===== src/rtl/tmr_cfg_write_verify_pkg.sv =====
// tmr_cfg_write_verify_pkg: shared state encoding, reset constants and sizing helper
package tmr_cfg_write_verify_pkg;

   typedef enum logic [1:0] {IDLE, WRITE, SETTLE, CHECK} state_t;

   localparam state_t RST_STATE = IDLE;
   localparam logic   RST_PULSE = 1'b0;

   function automatic int retry_w(input int max_retry);
      return (max_retry < 1) ? 1 : $clog2(max_retry + 1);
   endfunction

endpackage


===== src/rtl/tmr_cfg_write_verify_sat_counter.sv =====
// tmr_sat_counter: saturating up-counter with synchronous clear that beats increment
module tmr_sat_counter #(
   parameter int W = 8
) (
   input  logic         CP,
   input  logic         CDN,
   input  logic         clr,
   input  logic         inc,
   output logic [W-1:0] cnt
);

   logic [W-1:0] cnt_q, cnt_d;

   always_comb cnt_d = clr ? '0 : (inc && cnt_q != '1) ? cnt_q + 1'b1 : cnt_q;

   always_ff @(posedge CP or negedge CDN)
      if (!CDN) cnt_q <= '0;
      else      cnt_q <= cnt_d;

   assign cnt = cnt_q;

endmodule


===== src/rtl/tmr_cfg_write_verify.sv =====
// tmr_cfg_write_verify: writes one row of the TMR config bank, reads back the voted
// value and rewrites on mismatch up to MAX_RETRY times, counting failed compares.
module tmr_cfg_write_verify
   import tmr_cfg_write_verify_pkg::*;
#(
   parameter int NREG      = 16,
   parameter int DW        = 16,
   parameter int AW        = 4,
   parameter int MAX_RETRY = 2,
   parameter int ERRW      = 8
) (
   input  logic               CP,
   input  logic               CDN,
   input  logic               wr_valid,
   output logic               wr_ready,
   input  logic [AW-1:0]      wr_addr,
   input  logic [DW-1:0]      wr_data,
   output logic [NREG-1:0]    reg_en,
   output logic [DW-1:0]      reg_d,
   input  logic [NREG*DW-1:0] reg_q,
   output logic               done_pulse,
   output logic               fail_pulse,
   output logic [ERRW-1:0]    err_cnt,
   input  logic               err_clr
);

   localparam int RW = retry_w(MAX_RETRY);

   state_t          state_q, state_d;
   logic [AW-1:0]   addr_q, addr_d;
   logic [DW-1:0]   data_q, data_d;
   logic [RW-1:0]   retry_q, retry_d;
   logic [NREG-1:0] reg_en_q, reg_en_d;
   logic            done_q, done_d;
   logic            fail_q, fail_d;
   logic            inc;
   logic [DW-1:0]   row_q;

   assign row_q = reg_q[int'(addr_q)*DW +: DW];

   // reg_en is registered so the row enable is a clean single-cycle pulse in WRITE
   always_comb begin
      state_d  = state_q;
      addr_d   = addr_q;
      data_d   = data_q;
      retry_d  = retry_q;
      reg_en_d = '0;
      done_d   = RST_PULSE;
      fail_d   = RST_PULSE;
      inc      = 1'b0;
      case (state_q)
         IDLE: if (wr_valid) begin
            addr_d  = wr_addr;
            data_d  = wr_data;
            retry_d = '0;
            if (int'(wr_addr) < NREG) begin
               state_d  = WRITE;
               reg_en_d = NREG'(1) << wr_addr;
            end else begin
               fail_d = 1'b1;
            end
         end
         WRITE:  state_d = SETTLE;
         SETTLE: state_d = CHECK;
         CHECK: if (row_q == data_q) begin
            state_d = IDLE;
            done_d  = 1'b1;
         end else begin
            inc = 1'b1;
            if (retry_q == RW'(MAX_RETRY)) begin
               state_d = IDLE;
               fail_d  = 1'b1;
            end else begin
               retry_d  = retry_q + 1'b1;
               state_d  = WRITE;
               reg_en_d = NREG'(1) << addr_q;
            end
         end
         default: state_d = IDLE;
      endcase
   end

   always_ff @(posedge CP or negedge CDN) begin
      if (!CDN) begin
         state_q  <= RST_STATE;
         addr_q   <= '0;
         data_q   <= '0;
         retry_q  <= '0;
         reg_en_q <= '0;
         done_q   <= RST_PULSE;
         fail_q   <= RST_PULSE;
      end else begin
         state_q  <= state_d;
         addr_q   <= addr_d;
         data_q   <= data_d;
         retry_q  <= retry_d;
         reg_en_q <= reg_en_d;
         done_q   <= done_d;
         fail_q   <= fail_d;
      end
   end

   tmr_sat_counter #(.W(ERRW)) u_err_cnt (
      .CP  (CP),
      .CDN (CDN),
      .clr (err_clr),
      .inc (inc),
      .cnt (err_cnt)
   );

   assign wr_ready   = (state_q == IDLE);
   assign reg_en     = reg_en_q;
   assign reg_d      = data_q;
   assign done_pulse = done_q;
   assign fail_pulse = fail_q;

endmodule


===== config.mk =====
export PLATFORM = sky130hd
export DESIGN_NAME = tmr_cfg_write_verify
export DESIGN_NICKNAME = d
export VERILOG_FILES = /design/src/rtl/tmr_cfg_write_verify_pkg.sv /design/src/rtl/tmr_cfg_write_verify_sat_counter.sv /design/src/rtl/tmr_cfg_write_verify.sv
export SDC_FILE = /design/constraint.sdc
export NUM_CORES = 1
export LEC_CHECK = 0
export ABC_AREA = 1
export CAP_MARGIN = 10
export CELL_PAD_IN_SITES_DETAIL_PLACEMENT = 1
export CELL_PAD_IN_SITES_GLOBAL_PLACEMENT = 1
export CORE_MARGIN = 2
export CORE_UTILIZATION = 30
export DETAILED_ROUTE_END_ITERATION = 6
export DONT_BUFFER_PORTS = 1
export PLACE_DENSITY = 0.68
export SYNTH_ARGS = -nofsm -noshare
export SYNTH_HDL_FRONTEND = slang
export SYNTH_HIERARCHICAL = 1
export SYNTH_SLANG_ARGS = --single-unit

===== constraint.sdc =====
create_clock -name CP -period 2.83 [get_ports CP]
set_clock_uncertainty 0.05 [all_clocks]
set_input_delay 0.7075 -clock CP [delete_from_list [all_inputs] [get_ports CP]]
set_output_delay 0.7075 -clock CP [all_outputs]
set_load 0.01 [all_outputs]

==> run_results.csv, run 1 <==
group,metric,value,unit
worst_hold_path,hp-class,"in -> async",
pwr,p_per_area,1130,nW/um2
route,wl,24200,um
clock_network,cts_buffers,5,
setup_path,r2r-start,"addr_q[0]",
floorplan,initial_core_util,30.6,%
placement,placed_area,5530,um2
clock_network,cts-root-buf,"clkbuf_16",
pwr,power,0.00674,W
setup_path,timing.rr.end,"u_err_cnt/cnt[7]",
timing,fmax,362,MHz
route,vias,6292,
cells_and_area,fillers,2346,
synth,yosys.area.top_type,"nand2_1",
setup_path,max_stage_delay,550,ps
route,drtAntennaViolNets,0,
job,cap_violations,0,
timing,finalCriticalPeriod,2760,ps
pwr,p_leak,3.05,nW
synth,async_flop_share,100,%
clock_network,path_clk_slew,70,ps
floorplan,io_pins,323,
cells_and_area,drive_above_1_share,8.61,%
global_route,first_global_vias,6419,
setup_path,r2r_setup_slack,70,ps
synth,synth_edf_count,0,
placement,port_buffers,0,
global_route,grt_overflow,0,
route,drc,0,
route,drtIter0Drc,270,
synth,yosys-top-cells-count,"nand2_1, nand3_1, a21oi_1",
setup_path,reg2regPathDepth,20,
setup_path,worstPathCellList,"buf_6 -> nor2_4 -> clkbuf_16 -> nand2_1 -> nand4_1 -> nand3_2 -> nand2_2 -> nand2_1 -> nand2_1 -> nor2_1 -> nand2_1 -> nor2_2 -> nand2_2 -> nand2_2 -> inv_2 -> nand2_1 -> nor2_4 -> nand3_2 -> o21ai_2 -> nor2_1",
pwr,ir_worst_vdd,620,uV
synth,synth_most_common_cell,"nand2_1",
floorplan,die_x,136,um
synth,syn_inst,970,
clock_network,cts.htree.levels,2,
synth,yosysWarningCount,6,
setup_path,critPathMostFrequentCell,"nand2_1",
synth,yosysUniqueCellTypes,27,
setup_path,cp_num_buf_inv,3,
synth,synthTopCellsByArea,"nand2_1, dfrtp_1, nand3_1, a21oi_1, inv_1",
synth,synth_ff_type,"dfrtp_1",
synth,netlist_area,5250,um2
cells_and_area,fin_area,5950,um2
synth,synth_nets,1254,
placement,dpl.hpwl,18700,um
placement,dp.cells,1162,
synth,ys_seq_area_share,23.8,%
setup_path,required,2960,ps
floorplan,design.die.area,18600,um2
status,status,"finished, final reports clean",
timing,rsz0062_at_grt,"true",
global_route,antenna_found_initial,1,
synth,ys_ff_latch,50,
floorplan,rows,48,
route,post_drt_wl_per_cell,20.5,um
timing,finalSetupTns,0,ps
timing,finalCritPeriodShare,97.5,%
route,routed_via_density,5.35,
global_route,grt_usage,24.6,%
setup_path,endpoint_kind,"flip-flop",
floorplan,die_h,136,um
timing,tightest_slew,864,ps
setup_path,critical_path_arrival,2890,ps
timing,slew_viol_final,0,
setup_path,cp-start-kind,"flip-flop",
floorplan,coreArea,17200,um2
clock_network,cts_hold_buf,0,
timing,slew_headroom,42.4,%
cells_and_area,layout.cells.non_filler,1177,
timing,setup-violations-final,0,
synth,yosysTopAreaCellShare,37.3,%
cells_and_area,fin_util,34.6,%
setup_path,path_delay_family,"simple AND/OR/NAND/NOR gates",
timing,hold_violations,0,
setup_path,worstSetupPathType,"reg -> reg",
setup_path,cp_slowest_cell,"dfrtp_4",
cells_and_area,nets,1235,
clock_network,cts.sinks,50,
setup_path,worst-path-max-fanout,6,
clock_network,cts_tree,"done",
global_route,grt_max_degree,51,
clock_network,clkLatencyLatePin,290,ps
placement,place_congestion,0.820,
clock_network,cts_buffer_depth,2,
route,firstDrtPassIters,5,
synth,synth_area_per_cell,5.41,um2
cells_and_area,area_growth,13.2,%
global_route,grt_first_pass_wirelength,35100,um
cells_and_area,antennaDiodeCount,0,
-- per-layer routing --
metal  global-route usage, %  wire length (um)
met1                    29.5              9950
met2                    41.9             11300
met3                    7.72              2190
met4                    7.70               716
met5                       0                12
-- cell type report --
| type | count | area, um2 | area share (%) |
|---|---|---|---|
| Multi-Input combinational cell | 808 | 3560 | 59.8 |
| Clock buffer | 5 | 125 | 2.10 |
| Sequential cell | 50 | 1260 | 21.1 |
| Inverter | 51 | 199 | 3.35 |
| Clock inverter | 3 | 45.0 | 0.758 |
| Timing Repair Buffer | 35 | 482 | 8.10 |
| Tap cell | 225 | 282 | 4.73 |
-- power breakdown --
group | internal (W) | switching (W)
combinational | 0.00168 | 0.00314
clock | 0.000417 | 0.000278
sequential | 0.000912 | 0.000325
total | 0.00300 | 0.00374
-- through the flow --
step | hold slack [ps] | worst slack, ps
detailed placement | 363 | -100
CTS | 48.8 | 9.19
finish | 58.9 | 71.2
global placement | 363 | -68.3
global route | 40.2 | -113
floorplan | 362 | 379
-- state kept, by name, summed over array words and instances, names as in the netlist --
signal	flops
reg_en	16
fail_pulse	1
u_err_cnt/cnt	8
reg_d	16
state_q	2
addr_q	4
done_pulse	1
retry_q	2
-- worst max-delay path by stage --
| stage | start | to | slack, ps | cells past startpoint |
|---|---|---|---|---|
| 5_1_grt | addr_q[0] | u_err_cnt/cnt[2] | -110 | 21 |
| 3_5_place_dp | addr_q[0] | u_err_cnt/cnt[3] | -100 | 21 |
| 4_1_cts | addr_q[0] | u_err_cnt/cnt[3] | 9 | 21 |
| 6_report | addr_q[0] | u_err_cnt/cnt[7] | 70 | 20 |
| 2_1_floorplan | addr_q[0] | u_err_cnt/cnt[7] | 380 | 24 |
| 3_3_place_gp | addr_q[0] | u_err_cnt/cnt[3] | -70 | 21 |
-- what timing repair did --
action	4_1_cts	5_1_grt
setup endpoints to repair	7	27
gates cloned	1	4
setup buffers	0	2
pin swaps	0	11
gates resized for setup	10	21
-- logic make-up (layout without fill, tap and decap cells) --
logic type                 count (synthesis)  in the layout  share of synthesized area, %
adders and majority gates                  4              4                         0.953
and+or+nand+nor                          743            743                          59.3
buffers and inverters                    112             94                          9.96
DFF                                       50             50                          23.8
AOI/OAI and AO/OA                         61             61                          5.98
-- placed cells by master (no fill, tap or decap), drive strengths merged --
| cell | netlist | routed |
|---|---|---|
| o21ai | 7 | 7 |
| dfrtp | 50 | 50 |
| inv | 47 | 47 |
| bufinv | 0 | 1 |
| a211oi | 1 | 1 |
| nor4 | 16 | 16 |
| nand4 | 22 | 22 |
| nand3 | 121 | 121 |
| nor3 | 10 | 10 |
| nand2 | 528 | 528 |
| nor2 | 46 | 46 |
| o21bai | 1 | 1 |
| clkinvlp | 0 | 2 |
| clkbuf | 19 | 8 |
| clkinv | 4 | 4 |
| buf | 42 | 32 |
| ha | 4 | 4 |
| a21oi | 52 | 52 |
Power figures use the tool's default switching activity.
==> run 2: changes to the inputs <==
--- a/config.mk
+++ b/config.mk
@@ -5,15 +5,15 @@
 export SDC_FILE = /design/constraint.sdc
 export NUM_CORES = 1
 export LEC_CHECK = 0
-export ABC_AREA = 1
-export CAP_MARGIN = 10
+export CAP_MARGIN = 20
 export CELL_PAD_IN_SITES_DETAIL_PLACEMENT = 1
 export CELL_PAD_IN_SITES_GLOBAL_PLACEMENT = 1
+export CORE_ASPECT_RATIO = 1.75
 export CORE_MARGIN = 2
 export CORE_UTILIZATION = 30
 export DETAILED_ROUTE_END_ITERATION = 6
 export DONT_BUFFER_PORTS = 1
-export PLACE_DENSITY = 0.68
+export PLACE_DENSITY = 0.61
 export SYNTH_ARGS = -nofsm -noshare
 export SYNTH_HDL_FRONTEND = slang
 export SYNTH_HIERARCHICAL = 1
==> run_results.csv, run 2 <==
group,metric,value,unit
status,status,"complete, but fails checks",
status,violations,"negative setup slack",
clock_network,path_clk_slew,80,ps
cells_and_area,multiInputGateArea,3380,um2
synth,synth_nets,711,
floorplan,rows,60,
clock_network,cts.sinks,50,
floorplan,design.die.area,16600,um2
timing,slew_headroom,57.2,%
setup_path,worstSetupPathType,"reg -> reg",
floorplan,coreArea,15300,um2
timing,finalCriticalPeriod,3300,ps
timing,fmax,303,MHz
cells_and_area,fin_area,5590,um2
floorplan,die_h,169,um
synth,syn_inst,427,
cells_and_area,fillers,1691,
timing,slew_viol_final,0,
timing,hold_violations,0,
route,firstDrtPassIters,4,
setup_path,required,3000,ps
pwr,ir_worst_vdd,458,uV
pwr,clock_power_share,11.5,%
floorplan,initial_core_util,30.5,%
setup_path,critical_path_arrival,3470,ps
pwr,p_per_area,1160,nW/um2
setup_path,endpoint_kind,"flip-flop",
timing,finalCritPeriodShare,116,%
clock_network,cts_buffer_depth,2,
setup_path,worst-path-max-fanout,7,
route,wl,20300,um
timing,setup-violations-final,29,
global_route,first_global_vias,4371,
synth,synth_area_per_cell,11.0,um2
clock_network,clkLatencyLatePin,300,ps
placement,placed_area,5150,um2
synth,synthTopCellsByArea,"dfrtp_1, mux4_2, mux2_2, mux2i_1, xor2_1",
timing,setup_ws,-466,ps
placement,place_congestion,0.866,
route,drtIter0Drc,116,
placement,place_ws,-708,ps
clock_network,cts_hold_buf,0,
cells_and_area,area_growth,19.5,%
global_route,grt_usage,23.1,%
pwr,p_int,0.00362,W
cells_and_area,layout.cells.non_filler,646,
global_route,grt_overflow,0,
cells_and_area,layout_commonest_cell,"mux4_2",
clock_network,cts-root-buf,"clkbuf_16",
clock_network,cts_tree,"done",
timing,tightest_slew,637,ps
pwr,switching_share,44.0,%
floorplan,io_pins,323,
cells_and_area,fin_util,36.5,%
synth,ys_seq_area_share,26.8,%
global_route,grt_first_pass_wirelength,28200,um
synth,yosysWarningCount,6,
pwr,power_switching,0.00284,W
synth,netlist_area,4680,um2
placement,dp.cells,626,
cells_and_area,mostFrequentLayoutCells,"mux4_2, dfrtp_1, buf_4",
pwr,power.sequential.fraction,20.5,%
cells_and_area,seqCellArea,1260,um2
clock_network,cts.htree.levels,2,
synth,ys_ff_latch,50,
global_route,antenna_found_initial,13,
synth,synth_ff_type,"dfrtp_1",
synth,synth_most_common_cell,"mux4_2",
route,drtAntennaViolNets,0,
synth,async_flop_share,100,%
global_route,grt_max_degree,51,
placement,port_buffers,0,
setup_path,cp-start-kind,"flip-flop",
floorplan,die_x,98.4,um
synth,yosys.area.top_type,"dfrtp_1",
timing,finalSetupTns,-8020,ps
placement,dpl.hpwl,16500,um
synth,yosysUniqueCellTypes,56,
cells_and_area,nets,738,
synth,synth_edf_count,0,
cells_and_area,drive_above_1_share,39.6,%
route,vias,3996,
job,cap_violations,0,
route,drc,0,
pwr,p_leak,2.12,nW
pwr,power_frac_comb,68.1,%
clock_network,cts_buffers,5,
synth,yosysTopAreaCellShare,26.8,%
route,routed_via_density,6.19,
timing,rsz0062_at_grt,"true",
synth,yosys-top-cells-count,"mux4_2, dfrtp_1, nand2_1",
worst_hold_path,hp-class,"in -> async",
route,post_drt_wl_per_cell,31.5,um
-- run 2: stage by stage --
step	total power, W	hold slack [ps]
after global placement	0.00534	364
final	0.00646	42.5
after CTS	0.00632	30.0
after floorplan	0.00414	362
after detailed placement	0.00544	363
after global routing	0.00690	30.5
-- run 2: final timing paths --
kind	startpoint	to	slack [ps]	cells after the start
setup / recovery	addr_q[0]	u_err_cnt/cnt[6]	-470	12
hold / removal	CDN	reg_en[11]	40	0
setup reg to reg	addr_q[0]	u_err_cnt/cnt[6]	-470	12
hold reg to reg	retry_q[0]	retry_q[0]	500	2
max in group asynchronous	CDN	reg_d[15]	2570	0
min in group CP	err_clr	u_err_cnt/cnt[7]	410	1
-- run 2: worst max-delay path, stage by stage (launching register included) --
cell and delay (ps):
dfrtp_4 500, clkbuf_16 190, mux4_2 490, mux2i_1 190, xnor2_1 120, nor3_2 260
a31oi_1 70, or4b_4 520, o21ai_4 190, inv_2 80, and3_4 210, and4b_2 220
nor3_2 110
-- run 2: power by group through the flow --
stage	Sequential, W	Combinational, W	Clock, W
after floorplan	0.00117	0.00297	0
after global placement	0.00132	0.00402	0
after detailed placement	0.00133	0.00411	0
after CTS	0.00132	0.00423	0.000767
after global routing	0.00136	0.00476	0.000782
final	0.00132	0.00440	0.000741
-- run 2: cells by family (layout without fill, tap and decap cells) --
group | Yosys count | count (layout) | synth area share, %
buffers and inverters | 41 | 69 | 4.90
AND/OR/NAND/NOR | 112 | 112 | 12.1
AO/OA/AOI/OAI | 81 | 81 | 11.3
other | 0 | 5 | 0
adder cells (fa/ha/maj) | 4 | 4 | 1.07
multiplexers | 112 | 112 | 38.8
XOR/XNOR | 27 | 27 | 5.06
flip-flops | 50 | 50 | 26.8
-- run 2: metal layers --
layer	share of wire [%]	vias to the layer above	GRT usage (%)	wire, um
li1	-	1721	-	-
met1	33	1992	23.7	6690
met2	54	228	43.7	11100
met3	9.5	37	8.03	1940
met4	2.6	18	6.31	533
met5	0.56	-	0	114
-- run 2: timing repair --
item	4_1_cts	5_1_grt
gates cloned	0	2
endpoints found under the setup margin	29	29
gates resized for setup	13	19
endpoints found under the hold margin	0	0
pin swaps	4	8
setup buffers	2	3
-- run 2: layout make-up --
type / count / area share [%]
Sequential cell: 50 / 22.5
Clock inverter: 3 / 0.784
Tap cell: 186 / 4.16
Clock buffer: 5 / 2.24
Inverter: 8 / 0.537
Antenna cell: 5 / 0.224
Multi-Input combinational cell: 336 / 60.5
Timing Repair Buffer: 53 / 9.07
